===== src/rtl/adc_clkgen_sync.sv =====
// adc_clkgen_sync: counter-based SAR ADC clock generator (sample, comparator
// and SAR-logic clocks) with comparator handshake and stall timeout.
//
// Ports:
//   clk, rst          system clock, synchronous active-high reset
//   ena_in            continuous mode, back-to-back conversions
//   start_conv        single-shot start, rising-edge sensitive
//   comp_trig         async comparator-ready, 2-flop synchronized
//   sample_cfg        sample phase length in cycles (0 -> 1)
//   dig_cfg           clk_dig high length in cycles (0 -> 1)
//   clk_comp, clk_dig comparator / SAR clocks, registered, never overlapping
//   sample            sample phase active
//   busy              any state other than IDLE
//   conv_done         one-cycle end-of-conversion pulse
//   bit_idx           current bit, RESOLUTION-1 down to 0
//   timeout_err       sticky comparator-stall flag
//   overrun           sticky start-while-busy flag
module adc_clkgen_sync #(
    parameter int RESOLUTION     = 8,
    parameter int CNT_W          = 6,
    parameter int TIMEOUT_CYCLES = 63,
    parameter int IDX_W          = $clog2(RESOLUTION)
) (
    input  logic             clk,
    input  logic             rst,
    input  logic             ena_in,
    input  logic             start_conv,
    input  logic             comp_trig,
    input  logic [CNT_W-1:0] sample_cfg,
    input  logic [CNT_W-1:0] dig_cfg,
    output logic             clk_comp,
    output logic             clk_dig,
    output logic             sample,
    output logic             busy,
    output logic             conv_done,
    output logic [IDX_W-1:0] bit_idx,
    output logic             timeout_err,
    output logic             overrun
);

    typedef enum logic [2:0] {
        S_IDLE,
        S_SAMPLE,
        S_COMP,
        S_DIG,
        S_DONE
    } state_t;

    localparam logic [CNT_W-1:0] CNT_ONE = CNT_W'(1);
    localparam logic [CNT_W-1:0] TO_LAST = CNT_W'(TIMEOUT_CYCLES - 1);
    localparam logic [IDX_W-1:0] IDX_TOP = IDX_W'(RESOLUTION - 1);

    state_t           state_q, state_d;
    logic [CNT_W-1:0] cnt_q, cnt_d;
    logic [IDX_W-1:0] bit_q, bit_d;
    logic             timeout_q, timeout_d;
    logic             overrun_q, overrun_d;

    logic start_q;
    logic sync1_q, sync2_q, sync3_q;
    logic edge_q;

    logic clk_comp_q, clk_dig_q, sample_q, busy_q, done_q;

    logic             start_edge;
    logic             go_sample;
    logic [CNT_W-1:0] sample_len;
    logic [CNT_W-1:0] dig_len;

    assign start_edge = start_conv & ~start_q;
    assign sample_len = (sample_cfg == '0) ? CNT_ONE : sample_cfg;
    assign dig_len    = (dig_cfg == '0) ? CNT_ONE : dig_cfg;

    always_comb begin
        state_d   = state_q;
        cnt_d     = cnt_q;
        bit_d     = bit_q;
        timeout_d = timeout_q;
        overrun_d = overrun_q;
        go_sample = 1'b0;

        unique case (state_q)
            S_IDLE: begin
                // a simultaneous edge and ena_in still yields one start
                if (start_edge || ena_in) begin
                    go_sample = 1'b1;
                end
            end
            S_SAMPLE: begin
                if (cnt_q <= CNT_ONE) begin
                    state_d = S_COMP;
                    cnt_d   = '0;
                end else begin
                    cnt_d = cnt_q - CNT_ONE;
                end
            end
            S_COMP: begin
                if (edge_q) begin
                    state_d = S_DIG;
                    cnt_d   = dig_len;
                end else if (cnt_q >= TO_LAST) begin
                    state_d   = S_DONE;
                    timeout_d = 1'b1;
                end else begin
                    cnt_d = cnt_q + CNT_ONE;
                end
            end
            S_DIG: begin
                if (cnt_q <= CNT_ONE) begin
                    if (bit_q == '0) begin
                        state_d = S_DONE;
                    end else begin
                        state_d = S_COMP;
                        bit_d   = bit_q - IDX_W'(1);
                        cnt_d   = '0;
                    end
                end else begin
                    cnt_d = cnt_q - CNT_ONE;
                end
            end
            S_DONE: begin
                if (ena_in) begin
                    go_sample = 1'b1;
                end else begin
                    state_d = S_IDLE;
                end
            end
            default: state_d = S_IDLE;
        endcase

        if (go_sample) begin
            state_d   = S_SAMPLE;
            cnt_d     = sample_len;
            bit_d     = IDX_TOP;
            timeout_d = 1'b0;
            overrun_d = 1'b0;
        end

        // set after the clear so an edge in DONE is never lost
        if (start_edge && state_q != S_IDLE) begin
            overrun_d = 1'b1;
        end
    end

    always_ff @(posedge clk) begin
        if (rst) begin
            state_q    <= S_IDLE;
            cnt_q      <= '0;
            bit_q      <= '0;
            timeout_q  <= 1'b0;
            overrun_q  <= 1'b0;
            start_q    <= 1'b0;
            sync1_q    <= 1'b0;
            sync2_q    <= 1'b0;
            sync3_q    <= 1'b0;
            edge_q     <= 1'b0;
            clk_comp_q <= 1'b0;
            clk_dig_q  <= 1'b0;
            sample_q   <= 1'b0;
            busy_q     <= 1'b0;
            done_q     <= 1'b0;
        end else begin
            state_q    <= state_d;
            cnt_q      <= cnt_d;
            bit_q      <= bit_d;
            timeout_q  <= timeout_d;
            overrun_q  <= overrun_d;
            start_q    <= start_conv;
            sync1_q    <= comp_trig;
            sync2_q    <= sync1_q;
            sync3_q    <= sync2_q;
            // a level already high on COMP entry produces no edge here
            edge_q     <= sync2_q & ~sync3_q;
            clk_comp_q <= (state_d == S_COMP);
            clk_dig_q  <= (state_d == S_DIG);
            sample_q   <= (state_d == S_SAMPLE);
            busy_q     <= (state_d != S_IDLE);
            done_q     <= (state_d == S_DONE);
        end
    end

    assign clk_comp    = clk_comp_q;
    assign clk_dig     = clk_dig_q;
    assign sample      = sample_q;
    assign busy        = busy_q;
    assign conv_done   = done_q;
    assign bit_idx     = bit_q;
    assign timeout_err = timeout_q;
    assign overrun     = overrun_q;

endmodule


===== config.mk =====
export PLATFORM = sky130hd
export DESIGN_NAME = adc_clkgen_sync
export DESIGN_NICKNAME = d
export VERILOG_FILES = /design/src/rtl/adc_clkgen_sync.sv
export SDC_FILE = /design/constraint.sdc
export NUM_CORES = 1
export LEC_CHECK = 0
export BUFFER_PORTS_ARGS = -buffer_cell sky130_fd_sc_hd__clkbuf_2
export CAP_MARGIN = 20
export CORE_ASPECT_RATIO = 0.6
export CORE_MARGIN = 1
export CORE_UTILIZATION = 47
export DETAILED_ROUTE_END_ITERATION = 16
export PLACE_DENSITY = 0.75
export SETUP_SLACK_MARGIN = 0.02
export SLEW_MARGIN = 15
export SYNTH_ARGS = -nofsm -noshare
export SYNTH_HDL_FRONTEND = slang
export SYNTH_SLANG_ARGS = --single-unit

===== constraint.sdc =====
create_clock -name clk -period 2.6 [get_ports clk]
set_input_delay 0.13 -clock clk [delete_from_list [all_inputs] [get_ports clk]]
set_output_delay 0.13 -clock clk [all_outputs]
set_load 0.1 [all_outputs]

==> impl_metrics.toml, run 1 <==
[outcome]
status = "complete, but fails checks"
violations = "design-rule violations"

[drt]
routed_wl_mm = 3.242
drtIter0Drc = 170
viasPerCell = 5.802
drc_errors = 4
num_vias = 1230
wire_per_inst_um = 15.29
detail-route-antenna-nets = 0
first_pass_iters = 11

[clocking]
clk_latency_ps = 260
cts_sinks = 24
clk_transition_reported_paths_ps = 80
cts-root-buf = "clkbuf_8"
clk_path_buf_depth = 2
h-tree-depth = 1
cts_buffers = 3
cts_tree = "yes"

[synthesis]
yosysUniqueCellTypes = 41
synth_commonest_cells = "dfxtp_1, nor2_1, nand2_1, o21ai_0"
synth_top_area_share_pct = 36.19
synth_top_area_cell = "dfxtp_1"
synth_mux_area_share_pct = 2.262
syn_nets = 180
syn_inst = 157
synth_compound_area_share_pct = 19.32
yosys_warnings = 0
synth_top_family_by_area = "simple AND/OR/NAND/NOR gates"
synthFlopType = "dfxtp_1"
synth_edf_count = 0
yosys.area_share.simple_pct = 24.98
synth_fa_ha_area_share_pct = 5.655
synth-xor-area-share_pct = 6.598
post-synth-top-count-cell = "dfxtp_1"
syn_area_um2 = 1328
ys_ff_latch = 24
synth_seq_area_share_pct = 36.19
avgSynthCellArea_um2 = 8.456
synth.area.top_cells = "dfxtp_1, ha_1, nor2_1, nor2b_1, xnor2_1"
async_reset_ff_share_pct = 0

[timing]
setup_viol = 0
fmax_mhz = 422.3
worst_pin_slew_ps = 609.6
period_share_pct = 91.08
whs_ps = 77.41
slew_headroom_pct = 58.99
fin_crit_ps = 2368
hold_viol_final = 0
rsz0062_at_grt = "false"
finClkSkew_ps = 6.794
setup_tns_ps = 0
layout_setup_ws_ps = 232.0
final_max_slew_viol_count = 0

[die]
die_y_um = 43.17
initial_core_util_pct = 51.21
core-area_um2 = 2592
num_io_pins = 27
die-area_um2 = 3048
die_x_um = 70.61
rows = 14

[min_path]
min_path_cells = 2
hold_class = "primary input to flop"

[worst_setup_path]
crit_path_end_kind = "flop"
path_depth = 7
reg2reg_depth = 7
cpPeakStageDelay_ps = 580
cp.arrival_ps = 2530
rrSetupSlack_ps = 230
cp.required_ps = 2760
criticalPathCategory = "flop to flop"
path_buf_inv = 1
crit_family = "compound AO/OA/AOI/OAI gates"
crit_path_max_fanout = 7
start_kind = "flop"
slowest_stage = "a2111oi_1"
cp_cell_sequence = "inv_1, ha_1, nor2_1, nor4_1, a2111oi_1, o21ai_0, o221a_2"

[global_route]
grt_start_max_net_pins = 17
grt_use_total_pct = 22.44
antenna_found_initial = 0
grt_first_pass_wirelength_mm = 5.168
overflow = 0
grt_pass1_vias = 1079

[layout]
largest_register_ffs = 6
drive_gt1_share_pct = 20.56
areaGrowthSynthToFinish_pct = 14.51
antennaDiodeCount = 0
finalNonFillerCells = 212
regMostFlops = "cnt_q"
design_area_um2 = 1520
final_nets = 205

[run]
cap_violations = 0

[place]
gp_congestion = 0.9306
placedInstanceArea_um2 = 1478
dp_cells = 209
pre_cts_ws_ps = 176.8
dp_hpwl_mm = 2.416
portBuffers = 26

[power_and_ir_drop]
p_per_area_nw_per_um2 = 1123
irDropWorstVdd_v = 0.0005262
leakagePower_uw = 0.0006676
final cells by class:
type	count	area (µm²)
clock buffers	3	41.29
flip-flops and latches	24	481.7
fillers	242	1072
well taps	32	40.04
multi-input cells	118	782.0
inverters	6	22.52
repair buffers	29	152.6
through the flow:
| step | util (%) | power, µW |
|---|---|---|
| after floorplan | - | 1291 |
| after CTS | 58.59 | 1691 |
| after global routing | 58.64 | 1799 |
| after detailed placement | 57.00 | 1470 |
| final | 58.64 | 1707 |
| after global placement | 57.00 | 1461 |
per-layer routing:
layer,global-route usage [%],up-vias,part of all wire [%]
li1,-,608,-
met1,32.90,531,46
met2,32.62,85,41
met3,6.413,6,12
met4,4.400,0,1.1
met5,0,-,0
worst reg2reg max path, delay by kind of cell, from the launching register on:
kind	cells	cell delay, ps
AND/OR/NAND/NOR	2	390
buffers and inverters	1	130
adder cells (fa/ha/maj)	1	250
AO/OA/AOI/OAI	3	1030
flip-flops	1	470
placed cells by master, fill, tap and decap left out, types with 2 or more instances in the layout:
cell type   n
clkbuf_2   26
clkbuf_8    3
nor4_1      3
mux2i_1     3
o21ai_0     8
nor3b_1     3
or4_1       2
ha_1        6
nand2b_1    4
buf_4       3
o211a_1     4
o211ai_1    2
nor2_1     18
nor3_1      7
nand2_1     8
nand3_1     6
o221ai_1    3
dfxtp_1    23
inv_1       6
xnor2_1     5
a21oi_1     6
o22ai_1     2
xor2_1      5
nor2b_1     7
where the power goes:
part	leakage, µW	internal [µW]	switching (µW)	total, µW
Clock	0.0000216	103	105	209
Combinational	0.000448	303	661	964
Sequential	0.000198	450	85.3	535
Total	0.000668	856	851	1710
cells by family after synthesis:
group / after synthesis
simple gates: 64
buf+inv: 15
xor+xnor: 10
fa+ha+maj: 6
mux: 3
flops: 24
compound gates: 35
what timing repair did:
item                       4_1_cts  5_1_grt
hold buffers                     0        0
resized for setup                0        1
setup endpoints to repair        0        2
buffers inserted                 0        0
worst paths after layout:
path              startpoint        to
setup reg to reg    cnt_q[1]  cnt_q[5]
hold / removal     comp_trig   sync1_q
setup / recovery    cnt_q[1]  cnt_q[5]
hold reg to reg      sync3_q    edge_q
Note: power is estimated with default switching activity, not from simulation.
==> run 2: changes to the inputs <==
REMOVE_ABC_BUFFERS = 1   (was unset)
==> impl_metrics.toml, run 2 (synthesized netlist as in run 1, its figures left out) <==
[timing]
fmax_mhz = 405.4
worst_pin_slew_ps = 560.3
rsz0062_at_grt = "false"
final_max_slew_viol_count = 0
whs_ps = 76.22
finClkSkew_ps = 5.128
setup_tns_ps = 0
hold_viol_final = 0
setup_viol = 0
slew_headroom_pct = 62.25
fin_crit_ps = 2466
period_share_pct = 94.86

[clocking]
h-tree-depth = 1
clk_path_buf_depth = 2
clk_latency_ps = 270
postCtsHoldBufs = 0
post_cts_buffers = 0
clk_transition_reported_paths_ps = 90
cts-root-buf = "clkbuf_8"
cts_resized = 0
cts_buffers = 3
cts_tree = "yes"
cts_sinks = 24

[drt]
first_pass_iters = 5
drtIter0Drc = 103
wire_per_inst_um = 15.99
routed_wl_mm = 3.485
viasPerCell = 5.922
drc_errors = 0
num_vias = 1291
detail-route-antenna-nets = 0

[die]
die-area_um2 = 3048
num_io_pins = 27
die_x_um = 70.61
initial_core_util_pct = 51.21
rows = 14
core-area_um2 = 2592
die_y_um = 43.17

[worst_setup_path]
crit_path_end_kind = "flop"
reg2reg_depth = 8
start_kind = "flop"
criticalPathCategory = "flop to flop"
cp.required_ps = 2770
crit_path_max_fanout = 6
cp.arrival_ps = 2630

[power_and_ir_drop]
irDropWorstVdd_v = 0.0005111
leakagePower_uw = 0.0007083
p_per_area_nw_per_um2 = 1172

[global_route]
antenna_found_initial = 0
grt_use_total_pct = 24.90
grt_first_pass_wirelength_mm = 5.699
grt_pass1_vias = 1208
overflow = 0
grt_start_max_net_pins = 17

[min_path]
min_path_cells = 2
hold_class = "primary input to flop"

[place]
dp_hpwl_mm = 2.599
portBuffers = 26
gp_congestion = 0.8963

[layout]
final_common_cell = "clkbuf_2"
regMostFlops = "cnt_q"
antennaDiodeCount = 0
areaGrowthSynthToFinish_pct = 19.42
final_nets = 210
layout_common_cells = "clkbuf_2, dfxtp_1, nor2_1"
drive_gt1_share_pct = 22.58
largest_register_ffs = 6

[outcome]
status = "finished, final reports clean"

[run]
cap_violations = 0
## run 2: cell types whose count changed in the layout (fill, tap and decap cells not counted)
cell	change
a2111oi_0	+1
a2111oi_1	-1
bufinv_16	+1
buf_4	+5
dfxtp_1	+1
dfxtp_2	-1
## run 2: per-stage QoR
stage,instances,cell area (µm²),total power (µW),setup slack (ps),util [%]
after floorplan,148,1284,1256,7.487,-
after global placement,214,1514,1496,316.7,58.40
after detailed placement,214,1514,1501,251.2,58.40
after CTS,218,1585,1836,185.5,61.15
after global routing,218,1585,1949,23.37,61.15
final,218,1585,1858,133.6,61.15
## run 2: power by group
| part | switching (µW) | internal (µW) |
|---|---|---|
| Sequential | 72.9 | 448 |
| Combinational | 689 | 319 |
| Clock | 122 | 206 |
## run 2: path summary, 6_finish.rpt
kind	to	slack, ps	from
worst min-delay path	sync1_q	80	comp_trig
worst max-delay path	cnt_q[5]	130	cnt_q[0]
worst max register to register	cnt_q[5]	130	cnt_q[0]
worst min register to register	edge_q	400	sync3_q
## run 2: worst max-delay path: stages (launching register included)
cell and delay, ps:
dfxtp_1 440, inv_1 160, ha_1 260, nor2_1 290, nor4_1 140, a2111oi_0 510
buf_4 210, o21ai_0 80, o221a_2 270
## run 2: routing by layer
metal / up-vias / track usage [%] / share of wire [%] / routed length [µm]
met5: - / 0 / 0 / 0
met4: 0 / 7.600 / 1.3 / 44
met3: 8 / 7.363 / 9.9 / 346
met2: 80 / 38.06 / 43 / 1492
met1: 582 / 34.01 / 46 / 1601
li1: 621 / - / - / -
## run 2: area by class of cell
cell class	count	area, µm²
Fill cell	240	1007
Multi-Input combinational cell	118	780.7
Tap cell	32	40.04
Timing Repair Buffer	34	190.2
Sequential cell	24	480.5
Clock buffer	3	41.29
Clock inverter	1	30.03
Inverter	6	22.52
